===== src/rtl/multicycle_controller_pkg.sv =====
`default_nettype none
// ============================================================================
//  Module      : multicycle_controller_pkg
//  Description : Shared types and constants for the multicycle controller:
//                FSM state enum, ALUControl codes, condition codes, the
//                instruction op field encodings and data-processing cmds.
//  Ports       : none (package)
//  Revision    : 1.0 - initial release
// ============================================================================
package multicycle_controller_pkg;

    typedef enum logic [3:0] {
        S_FETCH  = 4'd0,
        S_DECODE = 4'd1,
        S_MEMADR = 4'd2,
        S_MEMRD  = 4'd3,
        S_MEMWB  = 4'd4,
        S_MEMWR  = 4'd5,
        S_EXECR  = 4'd6,
        S_EXECI  = 4'd7,
        S_ALUWB  = 4'd8,
        S_BRANCH = 4'd9
    } state_t;

    // ALUControl output codes
    localparam logic [3:0] C_ALU_ADD = 4'b0000;
    localparam logic [3:0] C_ALU_SUB = 4'b0001;
    localparam logic [3:0] C_ALU_AND = 4'b0010;
    localparam logic [3:0] C_ALU_ORR = 4'b0011;
    localparam logic [3:0] C_ALU_EOR = 4'b0100;
    localparam logic [3:0] C_ALU_MOV = 4'b0101;

    // Data-processing cmd field (funct[4:1])
    localparam logic [3:0] C_CMD_AND = 4'b0000;
    localparam logic [3:0] C_CMD_EOR = 4'b0001;
    localparam logic [3:0] C_CMD_SUB = 4'b0010;
    localparam logic [3:0] C_CMD_ADD = 4'b0100;
    localparam logic [3:0] C_CMD_CMP = 4'b1010;
    localparam logic [3:0] C_CMD_ORR = 4'b1100;
    localparam logic [3:0] C_CMD_MOV = 4'b1101;

    // Instruction op field
    localparam logic [1:0] C_OP_DP   = 2'b00;
    localparam logic [1:0] C_OP_MEM  = 2'b01;
    localparam logic [1:0] C_OP_BR   = 2'b10;
    localparam logic [1:0] C_OP_NONE = 2'b11;

    // Condition codes
    localparam logic [3:0] C_COND_EQ = 4'b0000;
    localparam logic [3:0] C_COND_NE = 4'b0001;
    localparam logic [3:0] C_COND_CS = 4'b0010;
    localparam logic [3:0] C_COND_CC = 4'b0011;
    localparam logic [3:0] C_COND_MI = 4'b0100;
    localparam logic [3:0] C_COND_PL = 4'b0101;
    localparam logic [3:0] C_COND_VS = 4'b0110;
    localparam logic [3:0] C_COND_VC = 4'b0111;
    localparam logic [3:0] C_COND_HI = 4'b1000;
    localparam logic [3:0] C_COND_LS = 4'b1001;
    localparam logic [3:0] C_COND_GE = 4'b1010;
    localparam logic [3:0] C_COND_LT = 4'b1011;
    localparam logic [3:0] C_COND_GT = 4'b1100;
    localparam logic [3:0] C_COND_LE = 4'b1101;
    localparam logic [3:0] C_COND_AL = 4'b1110;

endpackage : multicycle_controller_pkg
`default_nettype wire


===== src/rtl/multicycle_controller_cond_check.sv =====
`default_nettype none
// ============================================================================
//  Module      : cond_check
//  Description : NZCV flags register plus condition evaluation. CondEx is a
//                pure function of the cond field and the stored flags.
//  Ports       : clk, reset (sync, active-low)
//                i_cond[3:0]      instruction condition field
//                i_alu_flags[3:0] NZCV from the ALU this cycle
//                i_wr_nz, i_wr_cv write enables for N,Z and C,V
//                o_cond_ex        condition passes
//                o_flags[3:0]     stored NZCV
//  Revision    : 1.0 - initial release
// ============================================================================
module cond_check
    import multicycle_controller_pkg::*;
(
    input  logic       clk,
    input  logic       reset,
    input  logic [3:0] i_cond,
    input  logic [3:0] i_alu_flags,
    input  logic       i_wr_nz,
    input  logic       i_wr_cv,
    output logic       o_cond_ex,
    output logic [3:0] o_flags
);

    logic [3:0] r_flags;
    logic       w_n, w_z, w_c, w_v;

    always_ff @(posedge clk) begin
        if (!reset) begin
            r_flags <= 4'b0000;
        end else begin
            if (i_wr_nz) r_flags[3:2] <= i_alu_flags[3:2];
            if (i_wr_cv) r_flags[1:0] <= i_alu_flags[1:0];
        end
    end

    assign {w_n, w_z, w_c, w_v} = r_flags;
    assign o_flags = r_flags;

    always_comb begin
        o_cond_ex = 1'b0;
        case (i_cond)
            C_COND_EQ: o_cond_ex = w_z;
            C_COND_NE: o_cond_ex = ~w_z;
            C_COND_CS: o_cond_ex = w_c;
            C_COND_CC: o_cond_ex = ~w_c;
            C_COND_MI: o_cond_ex = w_n;
            C_COND_PL: o_cond_ex = ~w_n;
            C_COND_VS: o_cond_ex = w_v;
            C_COND_VC: o_cond_ex = ~w_v;
            C_COND_HI: o_cond_ex = w_c & ~w_z;
            C_COND_LS: o_cond_ex = ~w_c | w_z;
            C_COND_GE: o_cond_ex = (w_n == w_v);
            C_COND_LT: o_cond_ex = (w_n != w_v);
            C_COND_GT: o_cond_ex = ~w_z & (w_n == w_v);
            C_COND_LE: o_cond_ex = w_z | (w_n != w_v);
            C_COND_AL: o_cond_ex = 1'b1;
            default:   o_cond_ex = 1'b0;   // 1111 never executes
        endcase
    end

endmodule : cond_check
`default_nettype wire


===== src/rtl/multicycle_controller.sv =====
`default_nettype none
// ============================================================================
//  Module      : multicycle_controller
//  Description : Multicycle ARM-subset control unit: main FSM, per-state
//                datapath control decode and ALU decode. Flags and
//                condition evaluation live in cond_check.
//  Ports       : clk, reset (sync, active-low)
//                Instr[19:0]    instruction bits [31:12]
//                ALUFlags[3:0]  NZCV from ALU
//                mem_ready      memory access complete
//                PCWrite, IRWrite, RegWrite, MemWrite, AdrSrc, ALUSrcA
//                ResultSrc, ALUSrcB, ImmSrc, RegSrc (2 bits each)
//                ALUControl[3:0], state_o[3:0] (debug)
//  Revision    : 1.0 - initial release
// ============================================================================
module multicycle_controller
    import multicycle_controller_pkg::*;
#(
    parameter int MEM_STALL = 1
)(
    input  logic        clk,
    input  logic        reset,
    input  logic [19:0] Instr,
    input  logic [3:0]  ALUFlags,
    input  logic        mem_ready,
    output logic        PCWrite,
    output logic        IRWrite,
    output logic        RegWrite,
    output logic        MemWrite,
    output logic        AdrSrc,
    output logic        ALUSrcA,
    output logic [1:0]  ResultSrc,
    output logic [1:0]  ALUSrcB,
    output logic [1:0]  ImmSrc,
    output logic [1:0]  RegSrc,
    output logic [3:0]  ALUControl,
    output logic [3:0]  state_o
);

    state_t     r_state, w_next;
    logic       w_mem_ready;
    logic [3:0] w_cond, w_cmd, w_rd;
    logic [1:0] w_op;
    logic [5:0] w_funct;
    logic       w_cond_ex, w_rd_pc;
    logic [3:0] w_flags;
    logic       w_unused;

    // ALU decode results
    logic [3:0] w_dp_ctl;
    logic       w_cmd_ok, w_cmd_arith, w_nowrite;

    // Unmasked control values, strobes are gated by reset below
    logic       w_pcwrite, w_irwrite, w_regwrite, w_memwrite;
    logic       w_flag_nz, w_flag_cv;

    assign w_cond   = Instr[19:16];
    assign w_op     = Instr[15:14];
    assign w_funct  = Instr[13:8];
    assign w_rd     = Instr[3:0];
    assign w_cmd    = w_funct[4:1];
    assign w_rd_pc  = (w_rd == 4'hF);
    assign w_unused = &{1'b0, Instr[7:4]};

    assign w_mem_ready = (MEM_STALL != 0) ? mem_ready : 1'b1;

    // ------------------------------------------------------------------
    // ALU decode of the data-processing cmd field
    // ------------------------------------------------------------------
    always_comb begin
        w_dp_ctl    = C_ALU_ADD;
        w_cmd_ok    = 1'b1;
        w_cmd_arith = 1'b0;
        w_nowrite   = 1'b0;
        case (w_cmd)
            C_CMD_ADD: begin w_dp_ctl = C_ALU_ADD; w_cmd_arith = 1'b1; end
            C_CMD_SUB: begin w_dp_ctl = C_ALU_SUB; w_cmd_arith = 1'b1; end
            C_CMD_AND: w_dp_ctl = C_ALU_AND;
            C_CMD_ORR: w_dp_ctl = C_ALU_ORR;
            C_CMD_EOR: w_dp_ctl = C_ALU_EOR;
            C_CMD_MOV: w_dp_ctl = C_ALU_MOV;
            C_CMD_CMP: begin
                w_dp_ctl    = C_ALU_SUB;
                w_cmd_arith = 1'b1;
                w_nowrite   = 1'b1;
            end
            default:   w_cmd_ok = 1'b0;   // unsupported: ADD, flags frozen
        endcase
    end

    // Flags only move in the execute states of an S-bit, passing, supported op
    assign w_flag_nz = ((r_state == S_EXECR) || (r_state == S_EXECI))
                       && w_funct[0] && w_cond_ex && w_cmd_ok;
    assign w_flag_cv = w_flag_nz && w_cmd_arith;

    cond_check u_cond (
        .clk         (clk),
        .reset       (reset),
        .i_cond      (w_cond),
        .i_alu_flags (ALUFlags),
        .i_wr_nz     (w_flag_nz),
        .i_wr_cv     (w_flag_cv),
        .o_cond_ex   (w_cond_ex),
        .o_flags     (w_flags)
    );

    // ------------------------------------------------------------------
    // FSM state register
    // ------------------------------------------------------------------
    always_ff @(posedge clk) begin
        if (!reset) r_state <= S_FETCH;
        else        r_state <= w_next;
    end

    // ------------------------------------------------------------------
    // Next state and per-state outputs
    // ------------------------------------------------------------------
    always_comb begin
        w_next     = S_FETCH;
        w_pcwrite  = 1'b0;
        w_irwrite  = 1'b0;
        w_regwrite = 1'b0;
        w_memwrite = 1'b0;
        AdrSrc     = 1'b0;
        ALUSrcA    = 1'b0;
        ResultSrc  = 2'b00;
        ALUSrcB    = 2'b00;
        ImmSrc     = 2'b00;
        RegSrc     = 2'b00;
        ALUControl = C_ALU_ADD;
        case (r_state)
            S_FETCH: begin
                ALUSrcA   = 1'b1;
                ALUSrcB   = 2'b10;
                ResultSrc = 2'b10;
                w_irwrite = w_mem_ready;
                w_pcwrite = w_mem_ready;
                w_next    = w_mem_ready ? S_DECODE : S_FETCH;
            end
            S_DECODE: begin
                ALUSrcA   = 1'b1;
                ALUSrcB   = 2'b10;
                ResultSrc = 2'b10;
                case (w_op)
                    C_OP_DP:  w_next = w_funct[5] ? S_EXECI : S_EXECR;
                    C_OP_MEM: w_next = S_MEMADR;
                    C_OP_BR:  w_next = S_BRANCH;
                    default:  w_next = S_FETCH;
                endcase
            end
            S_MEMADR: begin
                ALUSrcB    = 2'b01;
                ImmSrc     = 2'b01;
                ALUControl = w_funct[3] ? C_ALU_ADD : C_ALU_SUB;  // U bit
                w_next     = w_funct[0] ? S_MEMRD : S_MEMWR;      // L bit
            end
            S_MEMRD: begin
                AdrSrc = 1'b1;
                w_next = w_mem_ready ? S_MEMWB : S_MEMRD;
            end
            S_MEMWR: begin
                AdrSrc     = 1'b1;
                RegSrc     = 2'b10;
                w_memwrite = w_cond_ex;
                w_next     = w_mem_ready ? S_FETCH : S_MEMWR;
            end
            S_MEMWB: begin
                ResultSrc  = 2'b01;
                w_regwrite = w_cond_ex;
                w_pcwrite  = w_cond_ex & w_rd_pc;
                w_next     = S_FETCH;
            end
            S_EXECR: begin
                ALUControl = w_dp_ctl;
                w_next     = S_ALUWB;
            end
            S_EXECI: begin
                ALUSrcB    = 2'b01;
                ALUControl = w_dp_ctl;
                w_next     = S_ALUWB;
            end
            S_ALUWB: begin
                w_regwrite = w_cond_ex & ~w_nowrite;
                w_pcwrite  = w_cond_ex & ~w_nowrite & w_rd_pc;
                w_next     = S_FETCH;
            end
            S_BRANCH: begin
                ALUSrcB   = 2'b01;
                ImmSrc    = 2'b10;
                RegSrc    = 2'b01;
                ResultSrc = 2'b10;
                w_pcwrite = w_cond_ex;
                w_next    = S_FETCH;
            end
            default: w_next = S_FETCH;
        endcase
    end

    // Write strobes are forced low whenever reset is held
    assign PCWrite  = w_pcwrite  & reset;
    assign IRWrite  = w_irwrite  & reset;
    assign RegWrite = w_regwrite & reset;
    assign MemWrite = w_memwrite & reset;
    assign state_o  = r_state;

endmodule : multicycle_controller
`default_nettype wire


===== config.mk =====
export PLATFORM = sky130hd
export DESIGN_NAME = multicycle_controller
export DESIGN_NICKNAME = d
export VERILOG_FILES = /design/src/rtl/multicycle_controller_pkg.sv /design/src/rtl/multicycle_controller_cond_check.sv /design/src/rtl/multicycle_controller.sv
export SDC_FILE = /design/constraint.sdc
export NUM_CORES = 1
export LEC_CHECK = 0
export ABC_AREA = 1
export BUFFER_PORTS_ARGS = -buffer_cell sky130_fd_sc_hd__buf_2
export CAP_MARGIN = 0
export CORE_MARGIN = 10
export CORE_UTILIZATION = 47
export CTS_CLUSTER_SIZE = 10
export DETAILED_ROUTE_END_ITERATION = 8
export GPL_ROUTABILITY_DRIVEN = 0
export PLACE_DENSITY = 0.84
export SYNTH_ARGS = -nofsm -noshare
export SYNTH_HDL_FRONTEND = slang
export SYNTH_SLANG_ARGS = --single-unit

===== constraint.sdc =====
create_clock -name clk -period 3 [get_ports clk]
set_input_delay 0.15 -clock clk [delete_from_list [all_inputs] [get_ports clk]]
set_output_delay 0.15 -clock clk [all_outputs]
set_load 0.02 [all_outputs]

Yosys cells after proc, flatten, opt, wreduce, memory -nomap -nowiden
Cells that the tools add are included.
{"block": "word_totals", "in_bits": 27, "reg_bits": 8, "elab_cells": 94, "out_inout_bits": 22}
{"block": "classes", "bitwise_logic": 16, "eq_ne": 34, "n_mux": 24, "reduce_logical": 17}
{"operator": "4-bit == test, second input constant", "n": 13}
{"operator": "4-bit by 3-bit == test with 1-bit output, second input constant", "n": 9}
{"operator": "4-bit case mux with 6 select lines", "n": 1}
{"operator": "4-bit by 2-bit == test with 1-bit output, second input constant", "n": 5}
{"operator": "2-bit case mux with 2 select lines", "n": 4}
{"operator": "1-bit case mux with 15 select lines", "n": 1}
{"operator": "3-bit case mux with 5 select lines", "n": 1}
{"operator": "4-bit by 1-bit == test with 1-bit output, second input constant", "n": 3}
{"operator": "4-bit zero test", "n": 3}
{"operator": "4-bit case mux with 3 select lines", "n": 1}
{"operator": "1-bit 2-to-1 mux", "n": 10}
{"operator": "1-bit AND", "n": 9}
{"operator": "3-bit 2-to-1 mux", "n": 3}
{"operator": "3-bit OR reduction", "n": 3}
{"operator": "4-bit case mux with 2 select lines", "n": 1}
{"operator": "2-bit OR reduction", "n": 4}
{"operator": "7-bit OR reduction", "n": 1}
{"operator": "1-bit NOT", "n": 5}
{"operator": "1-bit logical AND", "n": 4}
{"operator": "1-bit case mux with 4 select lines", "n": 1}
{"operator": "2-bit by 1-bit == test with 1-bit output, second input constant", "n": 1}
{"operator": "2-bit == test, second input constant", "n": 1}
{"operator": "2-bit zero test", "n": 1}
{"operator": "1-bit OR", "n": 2}
{"operator": "other kinds (4)", "n": 4}

Depth between registers and ports, before layout
Gate-level depths: netlist of run 1.
{"block": "depth", "ltp_word": 7, "depth_mapped": 13, "depth_no_buf": 13}

By module
From an unflattened synthesis of run 1, not the netlist that was laid out.
{"block": "hier_totals", "cells_unflattened": 176, "area_unflattened_um2": 909.6}
{"module": "multicycle_controller", "instances": 1, "cells_per_inst": 111, "seq_area_each_um2": 80.1, "area_per_inst_um2": 565.5}
{"module": "cond_check", "instances": 1, "cells_per_inst": 65, "seq_area_each_um2": 80.1, "area_per_inst_um2": 344.1}

Least setup slack after synthesis of run 1
OpenSTA, ideal clock, no wires.
{"block": "synth_timing", "path_kind": "register to output", "start": "register r_state[1], in the netlist state_o[1]", "end": "output port ALUControl[0]", "path_buffers": 1, "required_time_ns": 2.850, "t_arrival_ns": 1.646, "path_slack_ns": 1.204, "path_stages_with_launch": 6, "path_cell_list": "dfxtp_1 buf_2 inv_1 nor3_4 inv_1 o21ai_0"}
{"block": "synth_via", "elab_chain_len": 3, "elab_cells_between_ends": 5, "classes_between": "eq/ne: 3; mux: 1; reduce/logical: 1"}
{"element": "start: declaration", "line": "multicycle_controller.sv:40", "text": "state_t r_state, w_next;"}
{"element": "start signal: assignment", "line": "multicycle_controller.sv:112", "text": "else r_state <= w_next;"}
{"element": "4-bit by 3-bit == test with 1-bit output", "line": "multicycle_controller.sv:131", "text": "case (r_state)"}
{"element": "2-bit OR reduction (no line)"}
{"element": "4-bit case mux with 2 select lines (*)", "line": "multicycle_controller.sv:131"}
{"element": "end: declaration", "line": "multicycle_controller.sv:36", "text": "output logic [3:0] ALUControl,"}
Mark *: on every way between the ends. The rest lies on a longest branch, timed or not.

Worst setup path after layout of run 1
Ends and elaborated chain as after synthesis.

==> results of run 1 <==
## sequential cells by signal (all words and copies together) (netlist names)
register,cells
u_cond.o_flags,4
state_o,4
## layer usage
metal  wire (microns)  track usage, %
met1             1060            12.6
met2             1390            22.9
met3              209            3.83
met4               27            3.01
met5                0               0
## critical path: cells and delay by family, from the launching register on
| kind | cells | cell delay [ns] |
|---|---|---|
| compound gates | 1 | 0.17 |
| flops | 1 | 0.54 |
| buf+inv | 3 | 0.47 |
| simple gates | 1 | 0.25 |
## per-stage QoR
stage | cells | util (%) | hold WS (ns)
final | 233 | 65.1 | 0.126
after global routing | 233 | 65.1 | 0.133
after CTS | 233 | 65.1 | 0.128
after detailed placement | 230 | 63.8 | 0.390
after global placement | 230 | 63.8 | 0.384
after floorplan | 164 | - | 0.274
## synthesized netlist by cell type
| library cell | instances |
|---|---|
| a21oi_1 | 5 |
| a31oi_1 | 1 |
| buf_2 | 1 |
| buf_4 | 1 |
| clkinv_1 | 1 |
| conb_1 | 1 |
| dfxtp_1 | 8 |
| inv_1 | 19 |
| inv_2 | 10 |
| nand2_1 | 34 |
| nand2_2 | 3 |
| nand2_4 | 2 |
| nand3_1 | 13 |
| nand3_2 | 1 |
| nand3b_1 | 2 |
| nand4_1 | 4 |
| nor2_1 | 31 |
| nor2_2 | 6 |
| nor2_4 | 2 |
| nor3_1 | 5 |
| nor3_2 | 1 |
| nor3_4 | 1 |
| nor4_1 | 2 |
| o21ai_0 | 4 |
| o21ai_1 | 3 |
| o22ai_1 | 1 |
| o311ai_0 | 1 |
| xor2_1 | 1 |
## path summary, 6_finish.rpt
| check | endpoint | slack [ns] | depth (start not counted) |
|---|---|---|---|
| max | ALUControl[0] | 1.16 | 5 |
| min | u_cond.o_flags[2] | 0.13 | 3 |
| max reg2reg | state_o[2] | 1.60 | 6 |
| min reg2reg | u_cond.o_flags[3] | 0.53 | 2 |
## cells by family after synthesis
logic type | share of synthesized area, %
flip-flops | 17.7
buffers and inverters | 13.9
XOR/XNOR | 0.970
other | 0.415
AND/OR/NAND/NOR | 58.0
AO/OA/AOI/OAI | 9.00
## layout make-up
class / instances / area [sq um]
repair buffers: 43 / 215
clock buffers: 3 / 22.5
well taps: 25 / 31.3
flip-flops and latches: 8 / 160
inverters: 30 / 113
multi-input cells: 124 / 618
fillers: 170 / 623
## power breakdown
group / switching [uW] / internal [uW]
sequential: 8.00 / 110
combinational: 87.4 / 45.0
clock: 38.6 / 45.9
total: 134 / 201
==> results.py, run 1 <==
metrics = {
    "drt": {
        "routed_via_density": 4.88,
        "wire_per_inst_microns": 11.5,
        "initialDrtViolationCount": 51,
        "vias": 1138,
        "drc_errors": 0,
        "drtPass1Iterations": 4,
        "drtAntennaViolNets": 0,
        "wl_mm": 2.68,
    },
    "critical_path": {
        "endpoint_kind": "primary output",
        "cp.arrival_ns": 1.69,
        "cp_common_cell": "inv_1",
        "critPathMaxStageDelay_ns": 0.54,
        "path_max_fanout": 11,
        "critPathRequiredTime_ns": 2.85,
        "crit_type": "reg2out",
        "reg2reg_from": "state_o[1]",
        "crit_start": "state_o[1]",
        "slowest_stage": "dfxtp_1",
        "path_cells": "inv_1, nor3_4, inv_1, o21ai_0, buf_2",
        "start_kind": "register",
    },
    "clock_tree": {
        "cts_max_path_buffers": 2,
        "hold_buffers": 0,
        "post_cts_resized": 0,
        "h-tree-depth": 1,
        "numCtsBuffers": 3,
        "clk_latency_ns": 0.26,
        "cts-root-buf": "clkbuf_4",
        "post_cts.repair.setup_buffers": 0,
        "clk_pin_slew_ns": 0.05,
        "clock-sinks": 8,
        "cts_tree": "built",
    },
    "sta": {
        "skew_ns": 0.00663,
        "slew_viol_final": 0,
        "setup_slack_ns": 1.16,
        "rsz0062_at_grt": "false",
        "fmax_ghz": 0.543,
        "setup_tns_ns": 0,
        "fin_crit_ns": 1.84,
        "fin_crit_sh_pct": 61.4,
        "hold_violations": 0,
        "setup_viol": 0,
    },
    "synthesis": {
        "ys_ff_latch": 8,
        "ys_warn_count": 0,
        "ys_top_cells_by_area": "dfxtp_1 (18%), nand2_1 (14%), nor2_1 (13%), inv_1 (7.9%), nand3_1 (7.2%)",
        "synth_cell_type_count": 28,
        "synthesis.nets": 191,
        "syn_inst": 164,
        "ys_seq_area_share_pct": 17.7,
        "synth_top_area_share_pct": 17.7,
        "yosysTopAreaCell": "dfxtp_1",
        "syn_area_per_cell_sq_um": 5.51,
        "synth_area_sq_um": 903,
    },
    "power_and_ir_drop": {
        "vdd_drop_max_uv": 260,
        "power_density_mw_per_mm2": 289,
        "p_total_uw": 335,
        "p_leak_uw": 0.000633,
    },
    "finish": {
        "syn_to_final_growth_pct": 28.4,
        "final_cell_mix": "buf_2 (43), nand2_1 (34), nor2_1 (31), inv_1 (19), nand3_1 (13)",
        "post-route-cell-area_sq_mm": 0.00116,
        "layout_commonest_cell": "buf_2",
        "drive_gt1_share_pct": 34.6,
        "nets": 237,
        "antenna_cells": 0,
    },
    "global_route": {
        "grt_pass1_vias": 1074,
        "grt_max_degree": 12,
        "grt_first_pass_wirelength_mm": 4.33,
        "track_usage_pct": 12.1,
        "antenna_found_initial": 0,
        "grt_overflow": 0,
    },
    "die": {
        "io_pins": 49,
        "start_util_pct": 50.7,
        "die_h_microns": 63.8,
        "rows": 15,
        "die_area_sq_mm": 0.00408,
        "die_x_microns": 63.8,
        "core_area_sq_mm": 0.00178,
    },
    "place": {
        "portBuffers": 43,
        "placed_cell_area_sq_mm": 0.00114,
        "dp_slack_ns": 1.45,
        "detailedPlacementHpwl_mm": 2.35,
    },
    "worst_hold_path": {
        "hp-class": "in2reg",
        "hold_path.startpoint": "ALUFlags[2]",
    },
    "run": {
        "drv_cap": 0,
    },
    "status": {
        "status": "complete, no violations",
    },
}
(Power assumes the default switching activity.)
==> inputs of run 2 (changes only) <==
- ABC_AREA: 1 -> 0
- CORE_UTILIZATION: 47 -> 44
- PLACE_DENSITY: 0.84 -> 0.8
- clock period: 3 -> 1.85 ns (I/O delays scaled with it)
==> run 2 against run 1 <==
Effect of this change: the flow now finishes with violations (setup timing); largest cell class unchanged; utilization grew 0.93 points; non-clock buffer count rose by 10; setup slack worse by 1.4 ns; critical path type unchanged.
==> results.py, run 2 <==
metrics = {
    "status": {
        "status": "finished with violations",
        "violations": "setup timing",
    },
    "drt": {
        "routed_via_density": 5.36,
        "wl_mm": 2.98,
        "drtAntennaViolNets": 0,
        "drc_errors": 0,
        "vias": 1105,
        "initialDrtViolationCount": 59,
        "wire_per_inst_microns": 14.5,
        "drtPass1Iterations": 4,
    },
    "global_route": {
        "track_usage_pct": 13.9,
        "grt_max_degree": 13,
        "grt_overflow": 0,
        "antenna_found_initial": 0,
        "grt_pass1_vias": 1114,
        "grt_first_pass_wirelength_mm": 4.99,
    },
    "synthesis": {
        "yosysTopAreaCell": "dfxtp_1",
        "ys_ff_latch": 8,
        "synth_common_cells": "nand2_1 (20), nor2_1 (14), dfxtp_1 (8), a21oi_1 (7), nor3_1 (7)",
        "async_flop_share_pct": 0,
        "syn_inst": 130,
        "syn_area_per_cell_sq_um": 6.79,
        "yosysMostFrequentCell": "nand2_1",
        "synthesis.nets": 157,
        "synth_cell_type_count": 39,
        "synth_top_area_share_pct": 18.2,
        "ys_warn_count": 0,
        "synth-main-ff-cell": "dfxtp_1",
        "synth_area_sq_um": 882,
        "ys_seq_area_share_pct": 18.2,
        "ys_top_cells_by_area": "dfxtp_1 (18%), nand2_1 (8.5%), mux2i_1 (6.8%), nor2_1 (6.0%), nor2b_1 (4.3%)",
        "synth_edf_count": 0,
    },
    "finish": {
        "syn_to_final_growth_pct": 45.2,
        "nets": 208,
        "antenna_cells": 0,
        "final_cell_mix": "buf_2 (40), nand2_1 (20), nor2_1 (14), buf_4 (12)",
        "layout_commonest_cell": "buf_2",
        "post-route-cell-area_sq_mm": 0.00128,
        "final_cells": 206,
        "drive_gt1_share_pct": 40.2,
    },
    "critical_path": {
        "rrSetupSlack_ns": -0.03,
        "reg2reg_to": "u_cond.o_flags[2]",
        "reg2reg_from": "u_cond.o_flags[3]",
        "reg2reg_depth": 7,
        "critPathRequiredTime_ns": 1.76,
        "start_kind": "register",
        "endpoint_kind": "primary output",
        "crit_type": "reg2out",
        "cp.arrival_ns": 1.95,
        "path_max_fanout": 7,
    },
    "die": {
        "rows": 16,
        "start_util_pct": 45.4,
        "die_area_sq_mm": 0.00420,
        "core_area_sq_mm": 0.00194,
        "io_pins": 49,
        "die_x_microns": 64.8,
        "die_h_microns": 64.8,
    },
    "power_and_ir_drop": {
        "seqPwrFrac_pct": 34.5,
        "p_int_uw": 342,
        "p_sw_uw": 201,
        "power_density_mw_per_mm2": 423,
        "vdd_drop_max_uv": 586,
        "p_clk_share_pct": 23.8,
        "switching_share_pct": 37.0,
        "pwr-share-comb_pct": 41.7,
        "p_leak_uw": 0.000581,
    },
    "sta": {
        "slew_viol_final": 0,
        "rsz0062_at_grt": "true",
        "setup_slack_ns": -0.193,
        "fin_crit_ns": 2.04,
        "setup_tns_ns": -0.494,
        "fmax_ghz": 0.489,
        "fin_crit_sh_pct": 110,
        "hold_violations": 0,
        "skew_ns": 0.00389,
        "setup_viol": 5,
    },
    "run": {
        "drv_cap": 0,
    },
    "clock_tree": {
        "cts_tree": "built",
        "cts-root-buf": "clkbuf_4",
        "h-tree-depth": 1,
        "clock-sinks": 8,
        "numCtsBuffers": 3,
        "clk_pin_slew_ns": 0.05,
        "clk_latency_ns": 0.25,
        "cts_max_path_buffers": 2,
    },
    "worst_hold_path": {
        "whs_endpoint": "u_cond.o_flags[3]",
        "hp-class": "in2reg",
        "whs_path_depth": 3,
        "hold_path.startpoint": "ALUFlags[3]",
    },
    "place": {
        "portBuffers": 43,
        "detailedPlacementHpwl_mm": 2.35,
        "placed_cell_area_sq_mm": 0.00119,
        "placedCellCount": 202,
    },
}
==> run 2: metrics by stage <==
stage	util, %	hold WS (ns)	worst slack (ns)	total power (uW)
2_1_floorplan	-	0.231	-0.0247	324
3_3_place_gp	61.2	0.339	-0.0872	394
3_5_place_dp	61.2	0.355	-0.144	400
4_1_cts	65.6	0.0802	-0.166	544
5_1_grt	66.0	0.0914	-0.251	580
6_report	66.0	0.0841	-0.193	543
==> run 2: layout make-up <==
cell class	count	area, sq um
flip-flops and latches	8	170
multi-input cells	109	731
repair buffers	53	302
clock buffers	3	22.5
fillers	177	661
well taps	27	33.8
inverters	6	22.5
==> run 2: worst max-delay path, stage by stage, from the launching register on <==
cell and delay [ns]:
dfxtp_4 0.36, nor4bb_1 0.12, o31a_1 0.31, o31ai_2 0.23, o311a_4 0.26, nor4b_2 0.05
or2_1 0.23, buf_6 0.14
==> run 2: worst max path at each step <==
| stage | to | slack, ns | startpoint |
|---|---|---|---|
| after CTS | PCWrite | -0.17 | u_cond.o_flags[3] |
| final | PCWrite | -0.19 | u_cond.o_flags[3] |
| after floorplan | PCWrite | -0.02 | state_o[2] |
| after global placement | RegWrite | -0.09 | u_cond.o_flags[0] |
| after global routing | PCWrite | -0.25 | u_cond.o_flags[3] |
| after detailed placement | RegWrite | -0.14 | u_cond.o_flags[0] |
==> run 2: cells by family after synthesis <==
kind of cell	Yosys count	share of synthesized area [%]
DFF	8	18.2
other	1	0.425
muxes	6	6.81
buffers and inverters	13	6.38
xor gates and xnor gates	5	4.97
AOI/OAI and AO/OA	28	22.1
and+or+nand+nor	69	41.1
==> run 2: timing repair <==
item	CTS	global route
endpoints found under the setup margin	7	12
setup buffers	1	0
pin swaps	7	0
resized for setup	15	3
hold buffers	0	0
==> run 2: per-layer routing <==
layer  part of all wire [%]  global-route usage, %  routed length, microns
met1                     40                   16.2                    1180
met3                    7.6                   3.78                     226
met5                      0                      0                       0
met4                    1.3                   3.74                      38
met2                     51                   24.1                    1530
==> run 2: power groups by stage <==
stage	clock (uW)	combinational [uW]	sequential (uW)
after floorplan	0	131	193
after global placement	0	201	193
after detailed placement	0	207	193
after CTS	135	223	187
after global routing	143	249	189
final	129	226	187
